==> src/rtl/hilo_mult_unit.sv <==
// Shift-add multiplier that owns the HI/LO pair and stalls the datapath until the product commits.
// Optional signed multiply is built in when MULT_SIGNED_EN is defined.
module hilo_mult_unit #(
    parameter int WIDTH          = 32,
    parameter int BITS_PER_CYCLE = 1
) (
    input  logic             clk,
    input  logic             rst,
    input  logic             en,
    input  logic             start,
    input  logic [WIDTH-1:0] a,
    input  logic [WIDTH-1:0] b,
    input  logic             signed_op,
    output logic             stall,
    output logic             busy,
    output logic             done,
    output logic [WIDTH-1:0] hi,
    output logic [WIDTH-1:0] lo
);

    localparam int N  = WIDTH / BITS_PER_CYCLE;
    localparam int CW = (N > 1) ? $clog2(N) : 1;
    localparam int W2 = 2 * WIDTH;

    typedef enum logic [1:0] {
        IDLE = 2'd0,
        RUN  = 2'd1,
        DONE = 2'd2
    } stateT;

    stateT            stateReg;
    stateT            stateNext;
    logic [W2-1:0]    mcandReg;
    logic [W2-1:0]    accReg;
    logic [WIDTH-1:0] mplierReg;
    logic [WIDTH-1:0] hiReg;
    logic [WIDTH-1:0] loReg;
    logic [CW-1:0]    countReg;
    logic             busyReg;
    logic             doneReg;

    logic             loadOps;
    logic             stepRun;
    logic             commit;
    logic             lastCycle;
    logic [WIDTH-1:0] aMag;
    logic [WIDTH-1:0] bMag;
    logic [W2-1:0]    ppTerm [BITS_PER_CYCLE];
    logic [W2-1:0]    partialSum;
    logic [W2-1:0]    accSum;
    logic [W2-1:0]    productFinal;

    // Operand conditioning: magnitudes plus a recorded result sign when signed multiply is built in.
`ifdef MULT_SIGNED_EN
    logic negNext;
    logic negReg;

    always_comb begin
        aMag    = (signed_op && a[WIDTH-1]) ? -a : a;
        bMag    = (signed_op && b[WIDTH-1]) ? -b : b;
        negNext = signed_op & (a[WIDTH-1] ^ b[WIDTH-1]);
    end

    assign productFinal = negReg ? -accSum : accSum;
`else
    logic unusedSignedOp;

    assign unusedSignedOp = signed_op;
    assign aMag           = a;
    assign bMag           = b;
    assign productFinal   = accSum;
`endif

    // One shifted copy of the multiplicand per multiplier bit retired this cycle.
    genvar gi;
    generate
        for (gi = 0; gi < BITS_PER_CYCLE; gi++) begin : gPartial
            assign ppTerm[gi] = mplierReg[gi] ? (mcandReg << gi) : '0;
        end
    endgenerate

    always_comb begin
        partialSum = '0;
        for (int i = 0; i < BITS_PER_CYCLE; i++) begin
            partialSum = partialSum + ppTerm[i];
        end
    end

    assign accSum    = accReg + partialSum;
    assign lastCycle = (countReg == CW'(N - 1));

    always_comb begin
        stateNext = stateReg;
        stall     = 1'b0;
        loadOps   = 1'b0;
        stepRun   = 1'b0;
        commit    = 1'b0;
        case (stateReg)
            IDLE: begin
                stall = start & en;
                if (start && en) begin
                    loadOps   = 1'b1;
                    stateNext = RUN;
                end
            end
            RUN: begin
                stall = 1'b1;
                if (en) begin
                    stepRun = 1'b1;
                    if (lastCycle) begin
                        commit    = 1'b1;
                        stateNext = DONE;
                    end
                end
            end
            DONE: begin
                // The stalled instruction retires here, so start is not looked at.
                if (en) begin
                    stateNext = IDLE;
                end
            end
            default: stateNext = IDLE;
        endcase
    end

    always_ff @(posedge clk) begin
        if (rst) begin
            stateReg  <= IDLE;
            mcandReg  <= '0;
            accReg    <= '0;
            mplierReg <= '0;
            countReg  <= '0;
            hiReg     <= '0;
            loReg     <= '0;
            busyReg   <= 1'b0;
            doneReg   <= 1'b0;
`ifdef MULT_SIGNED_EN
            negReg    <= 1'b0;
`endif
        end else begin
            stateReg <= stateNext;
            busyReg  <= (stateNext == RUN);
            doneReg  <= (stateNext == DONE);
            if (loadOps) begin
                mcandReg  <= {{WIDTH{1'b0}}, aMag};
                mplierReg <= bMag;
                accReg    <= '0;
                countReg  <= '0;
`ifdef MULT_SIGNED_EN
                negReg    <= negNext;
`endif
            end else if (stepRun) begin
                accReg    <= accSum;
                mcandReg  <= mcandReg << BITS_PER_CYCLE;
                mplierReg <= mplierReg >> BITS_PER_CYCLE;
                countReg  <= countReg + CW'(1);
            end
            // Final partial product is folded in on the same edge that commits HI/LO.
            if (commit) begin
                hiReg <= productFinal[W2-1:WIDTH];
                loReg <= productFinal[WIDTH-1:0];
            end
        end
    end

    assign busy = busyReg;
    assign done = doneReg;
    assign hi   = hiReg;
    assign lo   = loReg;

endmodule

==> config.mk <==
export PLATFORM = sky130hd
export DESIGN_NAME = hilo_mult_unit
export DESIGN_NICKNAME = d
export VERILOG_FILES = /design/src/rtl/hilo_mult_unit.sv
export SDC_FILE = /design/constraint.sdc
export NUM_CORES = 1
export LEC_CHECK = 0
export BUFFER_PORTS_ARGS = -buffer_cell sky130_fd_sc_hd__buf_4
export CELL_PAD_IN_SITES_DETAIL_PLACEMENT = 1
export CELL_PAD_IN_SITES_GLOBAL_PLACEMENT = 2
export CORE_MARGIN = 2
export CORE_UTILIZATION = 35
export DETAILED_ROUTE_END_ITERATION = 10
export PLACE_DENSITY_LB_ADDON = 0.12
export SYNTH_ARGS = -nofsm -noshare
export SYNTH_HDL_FRONTEND = slang
export SYNTH_SLANG_ARGS = --single-unit
==> constraint.sdc <==
create_clock -name clk -period 4.9 [get_ports clk]
set_clock_uncertainty 0.15 [all_clocks]
set_input_delay 0.98 -clock clk [delete_from_list [all_inputs] [get_ports clk]]
set_output_delay 0.98 -clock clk [all_outputs]
set_load 0.005 [all_outputs]
==> out/metrics.cfg <==
[power]
powerDensity_mw_per_mm2=301.7
p_comb_frac=0.051
internal-power_mw=3.421
power_frac_seq=0.438
switchingPower_mw=1.015
swShare=0.2288
clkPwrFrac=0.510
leakagePower_nw=6.006
irDropWorstVdd_mv=0.2633

[sta]
rsz0062_at_grt=false
setup_viol=0
final_max_slew_viol_count=0
maxSlewHeadroom=0.3326
post-route-period-util=0.8112
hold_violations=0
tns_ps=0
tightest_slew_ps=997.6
min_period_ps=3975
max_freq_mhz=251.6

[drt]
avgRoutedWirePerCell_um=18.24
wl_um=38320
drt.antenna.violating_nets=0
drt_iter0_drc=670
viasPerCell=5.421
top_layer=met4
wl_met1_um=17750
drc=0
wl_met2_um=18380
dr_wl_met3_um=1759
first_pass_iters=7
num_vias=11390

[cts]
cts_buffers=29
clk_latency_ps=560
cts_tree=done
post_cts_resized=0
post_cts_buffers=0
htreeDepth=1
cts.sinks=233
cts_max_path_buffers=3
root_buffer=clkbuf_16
cts-hold-fix-buffers=0
clk_pin_slew_ps=60

[synth]
synthTopCellsByArea=dfxtp_1, nand2_1, a21oi_1
ys_async_sr_fraction=0
syn_nets=1691
synth_seq_cells=233
synth.most_common_cell=nand2_1
avgSynthCellArea_um2=7.933
synth.largest_area_cell=dfxtp_1
ys_types=69
synth_top_area_frac=0.3779
synth_edf_count=0
synthTopCellsByCount=nand2_1, dfxtp_1, a21oi_1
seq_area_frac_synth=0.3779
ys_warn_count=0
synthFlopType=dfxtp_1
synth_area_mm2=0.01234
syn_inst=1556

[floorplanning]
rows=68
die_w_um=191.8
dieArea_mm2=0.03678
initial_core_util=0.3564
pin_count=136
die_height_um=191.8
core_mm2=0.03463

[global_routing]
first_global_vias=11570
grt_pass1_wl_um=62110
grt_max_degree=161
overflow=0
antenna_found_initial=1
grt_usage=0.2083

[final_layout]
fillCellCount=4172
drive_above_1_share=0.1434
nets=1758
area_growth_pct=19.11
num_antenna_cells=0
instances_no_fill=2101

[flow_run]
drv_cap=0

[worst_setup_path]
crit_required_ps=5190
crit_arrival_ps=4270
cp-start-kind=flop
cp_max_fo=64
end_kind=flop
crit_type=reg -> reg

[placed_design]
dp.cells=2047
port_buffers=134
detailed_place_hpwl_um=27130
gp_congestion=0.8254

[status]
status=finished clean

[hold_path]
hold_class=reg -> reg

critical path, stage by stage (launching register included):
cell and delay, ps:
dfxtp_1 330, buf_12 200, and2_1 190, ha_1 430
nand2_1 160, nor3_1 450, nand4_1 290, o21ai_1 230
o21ai_2 120, o31ai_1 560, a221o_1 360, nor4b_2 80
a211o_1 290
power by group through the flow:
stage | clock network [mW] | logic [mW] | registers, mW
2_1_floorplan | 0 | 0.135 | 1.98
3_3_place_gp | 0 | 0.228 | 1.98
3_5_place_dp | 0 | 0.232 | 1.99
4_1_cts | 2.33 | 0.232 | 1.94
5_1_grt | 2.41 | 0.251 | 1.95
6_report | 2.26 | 0.228 | 1.94
stage by stage:
| step | util | setup slack (ps) | power (mW) | hold WS (ps) | cell area, um2 |
|---|---|---|---|---|---|
| finish | 0.4246 | 925.1 | 4.436 | 302.8 | 14700 |
| global route | 0.4246 | 631.5 | 4.612 | 328.7 | 14700 |
| CTS | 0.4246 | 928.8 | 4.509 | 304.9 | 14700 |
| detailed placement | 0.3949 | 937.6 | 2.217 | 296.9 | 13680 |
| global placement | 0.3949 | 1000 | 2.213 | 293.5 | 13680 |
| floorplan | - | 1446 | 2.112 | 286.2 | 12340 |
cell type report:
cell class,instances,area [um2],share of cell area
clock inverter,15,182.7,0.01243
multi-input combinational,1198,7241,0.4925
sequential,233,4664,0.3173
inverter,12,45.04,0.003064
clock buffer,39,843.3,0.05736
timing repair buffer,149,1156,0.07864
tap,455,569.3,0.03872
state kept, by name, summed over array words and instances (netlist names):
register   count
done           1
lo            32
mcandReg      64
stateReg       2
mplierReg     32
busy           1
hi            32
accReg        64
countReg       5
path summary, 6_finish.rpt:
| check | startpoint | endpoint | slack (ps) | depth (start not counted) |
|---|---|---|---|---|
| setup / recovery | mplierReg[0] | hi[29] | 930 | 12 |
| hold / removal | hi[18] | hi[18] | 300 | 2 |
| setup reg to reg | mplierReg[0] | hi[29] | 930 | 12 |
| hold reg to reg | hi[18] | hi[18] | 300 | 2 |
cells by family after synthesis:
kind of cell,after synthesis,share of synthesized area
AOI/OAI and AO/OA,451,0.2436
DFF,233,0.3779
adders and majority gates,66,0.06751
and+or+nand+nor,615,0.2252
muxes,5,0.004055
xor gates and xnor gates,61,0.04328
buffers and inverters,125,0.03842
per-layer routing:
layer,global-route usage,vias up
met3,0.03435,29
met2,0.3578,184
met5,0,-
met1,0.2771,5504
li1,-,5672
met4,0.03550,0
cells in the final DEF (no fill, tap or decap), drive strengths merged, types with 20 or more instances in the layout:
cell / n
a21o: 44
a222oi: 62
a21oi: 203
dfxtp: 233
clkbuf: 39
nor3: 24
buf: 149
nor2: 115
xor2: 29
xnor2: 32
o21ai: 64
nand3: 20
ha: 65
nand2: 317
and2: 66
Power figures use the tool's default switching activity.
